<file path="src/rtl/ama_riscv_defines.sv">
// Shared frontend-control types: pc select, fetch control bundle, FSM states
// and the per-stage stall/bubble bundle.
package ama_riscv_defines;

  typedef enum logic [1:0] {
    PC_SEL_INC4 = 2'd0,
    PC_SEL_ALU  = 2'd1,
    PC_SEL_BP   = 2'd2,
    PC_SEL_RSVD = 2'd3
  } pc_sel_t;

  typedef logic [4:0] rf_addr_t;

  typedef struct packed {
    pc_sel_t pc_sel;
    logic    pc_we;
  } fe_ctrl_t;

  localparam fe_ctrl_t FE_CTRL_RST_VAL = '{pc_sel: PC_SEL_INC4, pc_we: 1'b0};

  typedef enum logic {
    FE_RUN,
    FE_CF_WAIT
  } fe_state_t;

  typedef struct packed {
    logic stall_if;
    logic stall_id;
    logic stall_ex;
    logic bubble_id;
    logic bubble_ex;
  } fe_stall_t;

  // ID reads a register that the load currently in EX has not produced yet
  function automatic logic load_use_hazard(input logic     dec_valid,
                                           input logic     ex_load,
                                           input logic     ex_rd_we,
                                           input rf_addr_t ex_rd_addr,
                                           input logic     uses_rs1,
                                           input rf_addr_t rs1_addr,
                                           input logic     uses_rs2,
                                           input rf_addr_t rs2_addr);
    return dec_valid & ex_load & ex_rd_we &
           ((uses_rs1 & (rs1_addr == ex_rd_addr)) | (uses_rs2 & (rs2_addr == ex_rd_addr)));
  endfunction

endpackage

</file>
<file path="src/rtl/ama_riscv_sat_cnt.sv">
// Saturating up-counter with synchronous clear; holds at all-ones.
module ama_riscv_sat_cnt #(
  parameter int unsigned CNT_W = 32
) (
  input  logic             clk,
  input  logic             clr,
  input  logic             en,
  output logic [CNT_W-1:0] cnt
);

  logic [CNT_W-1:0] cnt_q, cnt_d;

  always_comb begin
    cnt_d = cnt_q;
    if (clr) begin
      cnt_d = '0;
    end else if (en && (cnt_q != '1)) begin
      cnt_d = cnt_q + CNT_W'(1);
    end
  end

  always_ff @(posedge clk) begin
    cnt_q <= cnt_d;
  end

  assign cnt = cnt_q;

endmodule

</file>
<file path="src/rtl/ama_riscv_fe_ctrl.sv">
// Frontend sequencing: overrides the decoder's fetch request for dmem freezes,
// control-flow resolution, load-use hazards and imem back-pressure.
module ama_riscv_fe_ctrl
  import ama_riscv_defines::*;
#(
  parameter int unsigned CNT_W = 32
) (
  input  logic             clk,
  input  logic             rst,
  input  logic             dec_valid,
  input  fe_ctrl_t         dec_fe_req,
  input  logic             dec_branch,
  input  logic             dec_jump,
  input  rf_addr_t         dec_rs1_addr,
  input  rf_addr_t         dec_rs2_addr,
  input  logic             dec_uses_rs1,
  input  logic             dec_uses_rs2,
  input  logic             ex_load,
  input  logic             ex_rd_we,
  input  rf_addr_t         ex_rd_addr,
  input  logic             ex_cf_valid,
  input  logic             ex_br_taken,
  input  logic             ex_jump,
  input  logic             imem_ready,
  input  logic             dmem_busy,
  output fe_ctrl_t         fe_ctrl,
  output logic             stall_if,
  output logic             stall_id,
  output logic             stall_ex,
  output logic             bubble_id,
  output logic             bubble_ex,
  output logic             cf_pending,
  output logic [CNT_W-1:0] cnt_cf,
  output logic [CNT_W-1:0] cnt_lu,
  output logic [CNT_W-1:0] cnt_imem
);

  fe_state_t state_q, state_d;
  fe_stall_t stall;
  logic      lu_hazard;
  logic      inc_cf, inc_lu, inc_imem;

  assign lu_hazard = load_use_hazard(dec_valid, ex_load, ex_rd_we, ex_rd_addr,
                                     dec_uses_rs1, dec_rs1_addr, dec_uses_rs2, dec_rs2_addr);

  always_comb begin
    state_d  = state_q;
    fe_ctrl  = FE_CTRL_RST_VAL;
    stall    = '0;
    inc_cf   = 1'b0;
    inc_lu   = 1'b0;
    inc_imem = 1'b0;
    if (rst) begin
      state_d         = FE_RUN;
      stall.bubble_id = 1'b1;
      stall.bubble_ex = 1'b1;
    end else if (dmem_busy) begin
      stall.stall_if = 1'b1;
      stall.stall_id = 1'b1;
      stall.stall_ex = 1'b1;
    end else if (state_q == FE_CF_WAIT) begin
      // Both the waiting and the resolving cycle count as redirect penalty
      inc_cf          = 1'b1;
      stall.bubble_id = 1'b1;
      if (ex_cf_valid) begin
        fe_ctrl.pc_sel = (ex_jump || ex_br_taken) ? PC_SEL_ALU : PC_SEL_INC4;
        fe_ctrl.pc_we  = 1'b1;
        state_d        = FE_RUN;
      end
    end else if (lu_hazard) begin
      // Control-flow in ID is picked up next cycle once the hazard clears
      inc_lu          = 1'b1;
      stall.stall_if  = 1'b1;
      stall.stall_id  = 1'b1;
      stall.bubble_ex = 1'b1;
    end else if (dec_valid && (dec_branch || dec_jump)) begin
      inc_cf          = 1'b1;
      stall.bubble_id = 1'b1;
      state_d         = FE_CF_WAIT;
    end else if (!imem_ready) begin
      inc_imem        = 1'b1;
      stall.stall_if  = 1'b1;
      stall.bubble_id = 1'b1;
    end else if (dec_valid) begin
      fe_ctrl = dec_fe_req;
    end else begin
      fe_ctrl = '{pc_sel: PC_SEL_INC4, pc_we: 1'b1};
    end
  end

  always_ff @(posedge clk) begin
    if (rst) begin
      state_q <= FE_RUN;
    end else begin
      state_q <= state_d;
    end
  end

  assign stall_if   = stall.stall_if;
  assign stall_id   = stall.stall_id;
  assign stall_ex   = stall.stall_ex;
  assign bubble_id  = stall.bubble_id;
  assign bubble_ex  = stall.bubble_ex;
  assign cf_pending = (state_q == FE_CF_WAIT);

  ama_riscv_sat_cnt #(.CNT_W(CNT_W)) u_cnt_cf (
    .clk (clk),
    .clr (rst),
    .en  (inc_cf),
    .cnt (cnt_cf)
  );

  ama_riscv_sat_cnt #(.CNT_W(CNT_W)) u_cnt_lu (
    .clk (clk),
    .clr (rst),
    .en  (inc_lu),
    .cnt (cnt_lu)
  );

  ama_riscv_sat_cnt #(.CNT_W(CNT_W)) u_cnt_imem (
    .clk (clk),
    .clr (rst),
    .en  (inc_imem),
    .cnt (cnt_imem)
  );

endmodule

</file>
<file path="config.mk">
export PLATFORM = sky130hd
export DESIGN_NAME = ama_riscv_fe_ctrl
export DESIGN_NICKNAME = d
export VERILOG_FILES = /design/src/rtl/ama_riscv_defines.sv /design/src/rtl/ama_riscv_sat_cnt.sv /design/src/rtl/ama_riscv_fe_ctrl.sv
export SDC_FILE = /design/constraint.sdc
export NUM_CORES = 1
export LEC_CHECK = 0
export CAP_MARGIN = 20
export CORE_UTILIZATION = 30
export CTS_CLUSTER_SIZE = 25
export DETAILED_ROUTE_END_ITERATION = 7
export GPL_ROUTABILITY_DRIVEN = 0
export PLACE_DENSITY = 0.53
export RECOVER_POWER = 50
export REMOVE_ABC_BUFFERS = 1
export SETUP_SLACK_MARGIN = 0.02
export SLEW_MARGIN = 25
export SYNTH_ARGS = -nofsm -noshare
export SYNTH_HDL_FRONTEND = slang
export SYNTH_SLANG_ARGS = --single-unit
</file>
<file path="constraint.sdc">
create_clock -name clk -period 5.84 [get_ports clk]
set_clock_uncertainty 0.05 [all_clocks]
set_input_delay 0.584 -clock clk [delete_from_list [all_inputs] [get_ports clk]]
set_output_delay 0.584 -clock clk [all_outputs]
set_load 0.05 [all_outputs]
</file>
==> impl_summary.md <==
Setup path
Counting cells, the worst reg-to-reg path comes to 5. The kind of start point of the critical path is an input port. Across all register-to-register paths, the minimum setup slack is 2.63 ns. In this run the worst path has a maximum fanout of 4. The endpoint arrival time on the critical path is about 3.4 ns.

The worst setup path is captured at a primary output. The setup path with the least slack is of type in2out. The startpoint identified for the worst register-to-register timing path is cf_pending.

At the worst endpoint, the required time is 5.21 ns. The reg-to-reg endpoint is u_cnt_cf.cnt[20].

Detailed routing
For this block, the routed nets add up to 14.59 mm of wire. The final route contains roughly 4,900 vias. The mean routed wirelength per cell is approximately 15 um. The via density per instance is slightly above 5. The count of TritonRoute iterations in the first routing pass is 4. The count of nets left with antenna violations once routing finished came out at 0. After the first detailed-routing iteration, the DRC count stood at about 260.

After detailed routing, the number of remaining DRC violations is 0.

Synth
The library cell with the highest instance count after synthesis is dfxtp_1. By area, the combinational part of the netlist is dominated by simple AND/OR/NAND/NOR gates. The number of enable flip-flop cells after synthesis is 0. Ranked by instance count, the synthesized netlist is headed by dfxtp_1, nor2_1, nand2_1.

Of the total synthesized cell area, the portion taken by full adders, half adders and majority gates is less than 1%. Summing the areas of all compound-gate instances in the mapped netlist gives around 7.8% of the synthesized area. Summing the areas of all and, or, nand and nor instances in the mapped netlist gives around a third of the synthesized area. For this run, the leading register cell type out of synthesis is dfxtp_1.

Synthesis produced a netlist whose cell count is just over 600. The mean instance size in the synthesized netlist is just over 8 um2. The cell area after synthesis is ~5000 um2. The area share of the largest cell type after synthesis is approximately two fifths. The multiplexer share of the synthesized area is roughly 1.5%. dfxtp_1 takes more of the synthesized area than any other cell.

The number of synthesized register bits is 97. The sequential area share after synthesis is between 30% and 40%. The synthesized netlist contains 53 unique library cells. In the post-synthesis netlist, the biggest area contributors are dfxtp_1, nor2_1, xnor2_1. The number of warning messages in the yosys log is 0. The async set or reset register ratio after synthesis is 0%.

After Yosys synthesis, XOR and XNOR cells account for 13.28% of the synthesized area.

Placed design
In this run the cell area measured after placement is 6569 um2. The number of buffers inserted by port buffering is 136. The half-perimeter wire length after placement is between 10 and 15 mm. The placement-stage worst setup slack is 1.979 ns.

Min path
The hold path startpoint is u_cnt_lu.cnt[1]. The destination of the worst hold path is u_cnt_lu.cnt[1]. The cell count of the worst hold path is 2. The worst hold path belongs to the class reg2reg.

Global routing
The initial antenna violation count was 0. The first global-routing pass estimated approximately 24 mm of wire. The maximum number of pins on one net before global-route repair is 63. After global routing the overflow that remains totals 0. For this run, the total global-route usage over all layers was measured as between 10% and 20%.

The via count of the first global-routing pass is 4,725.

Pwr
The net switching power figure is 0.3160 mW. Power spread over the standard cell area amounts to 196.5 nW/um2. The internal power of the cells is just over 1 mW.

IR analysis of the VDD net gives a maximum drop of about 0.13 mV. The clock share of power is 43.4%. Sequential cells account for 49.6% of the total power. The fraction of power spent switching nets is about a quarter.

The combinational group share of total power is 7.0%. The leakage component of the power is ~2.5 nW. The total power of the final layout is ~1.3 mW.

CTS
The number of sinks on the clock net is 97. The number of buffers inserted during clock tree synthesis is 9. The CTS tree is yes. The cell at the root of the clock tree is clkbuf_16. The hold buffer count at cts is 0. The number of gates resized after CTS was 0. The H-tree was split into 3 levels. The clock-pin slew on the worst setup and hold paths is roughly 0.07 ns. For the worst-skew pair, the clock arrives at the later sink with an insertion delay of 0.34 ns. The post-CTS setup repair buffer count is 0. In this run the deepest clock path goes through 2 buffers.

STA
The post-route fraction of the period consumed by the critical path is slightly below 70%. The final count of pins violating max slew is 0. Across all setup checks in the final design, the least slack found is 1.828 ns.

Setup repair after global routing left no endpoint under its margin. The pin slew with the least headroom to its limit is between 1 and 1.5 ns. The worst-case hold slack is ~0.46 ns. After routing, the total negative slack on setup checks comes to 0 ns. The shortest clock period the worst path allows after layout is about 4.0 ns. The upper clock frequency limit is 0.2493 GHz. The final hold violation count came to 0. Headroom to the max-slew limit came out at a little over a quarter. The setup-violating endpoint count in the final report is 0.

Floorplan
The die width is roughly 130 um. The number of rows in the core area is 46. The floorplan step defined a die boundary enclosing 17,220 um2. Measured along the y axis, the die boundary spans 131.2 um.

The core region is between 15,000 and 20,000 um2. The number of I/O pins is around 140. The initial standard-cell utilization of the core is a little under a third.

Cells and area
From synthesis to final layout, the design area changed by 36.38%. The post-route netlist has about 4.3% of its cells at a drive strength greater than 1. The repair_antennas step left the layout with diodes totalling 0. The final design area excluding fillers is 6834 um2. The layout has between 1,500 and 2,000 filler cells. At the end of the flow, the number of nets in the layout was 780.

Run
Max-cap violations in this run came to 0.

Status
The flow ran to the end, and the final reports show no timing, DRC or antenna violations.
-- logic make-up after synthesis --
logic type               after synthesis
AO/OA/AOI/OAI                         57
XOR/XNOR                              76
adder cells (fa/ha/maj)                3
buffers and inverters                 43
flip-flops                            97
multiplexers                           7
AND/OR/NAND/NOR                      336
-- through the flow --
step / util (%) / std cells
floorplan: - / 595
global placement: 40.76 / 950
detailed placement: 40.76 / 950
CTS: 42.48 / 964
global route: 42.41 / 964
finish: 42.41 / 964
-- power by group through the flow --
stage               Clock, mW  Combinational, mW  Sequential (mW)
floorplan                   0             0.0367            0.685
global placement            0             0.0952            0.681
detailed placement          0             0.0955            0.681
CTS                     0.601             0.0960            0.666
global route            0.627              0.100            0.666
finish                  0.583             0.0936            0.666
-- routing by layer --
layer  vias up  GRT usage (%)  routed length, um
met2       103          28.99               7028
met5         -              0                  0
met1      2364          22.17               6890
li1       2447              -                  -
met3         7          3.588                561
met4         0          4.706                114
-- state kept, by name, summed over array words and instances, names as in the netlist --
register,flops
u_cnt_cf.cnt,32
u_cnt_imem.cnt,32
u_cnt_lu.cnt,32
cf_pending,1
-- worst max-delay path, cell delays in order --
cell             delay, ns
dlygate4sd3_1         0.58
xor2_1                0.15
nor4_1                0.45
nand4_2               0.24
nand2_1               0.17
a21oi_1               0.10
nor2_1                0.15
a21o_1                0.14
clkdlybuf4s50_1       0.81
-- layout make-up --
type                    instances  area (um2)  share of cell area, %
clock inverters                 3       43.79                 0.6408
repair buffers                139        1381                  20.21
multi-input cells             479        2893                  42.33
inverters                      19       71.32                  1.044
flip-flops and latches         97        1942                  28.41
clock buffers                  11       232.7                  3.405
well taps                     216       270.3                  3.955
-- layout by cell type, fill, tap and decap left out, types with 4 or more instances in the layout --
master / n
dlygate4sd3_1: 98
dfxtp_1: 97
nor2_1: 96
nand2_1: 48
xnor2_1: 40
nand4_1: 40
nand3_1: 38
clkdlybuf4s50_1: 37
xor2_1: 36
nor3_1: 25
nor4_1: 20
inv_1: 18
a21oi_1: 18
and3_1: 15
or3_1: 10
o31ai_1: 10
clkbuf_16: 9
or4_1: 7
and2_1: 6
o21ai_0: 5
or2_2: 5
o211ai_1: 5
nor2b_1: 4
a21o_1: 4
mux2_1: 4
buf_4: 4
-- worst max-delay path by stage --
stage,slack (ns),startpoint,endpoint
detailed placement,1.98,dec_valid,stall_if
global placement,2.04,dec_valid,stall_if
floorplan,2.56,dec_rs2_addr[2],fe_ctrl[2]
finish,1.83,ex_rd_addr[0],stall_if
global route,1.66,ex_rd_addr[0],stall_if
CTS,1.97,dec_valid,stall_if
(Power assumes the default switching activity.)
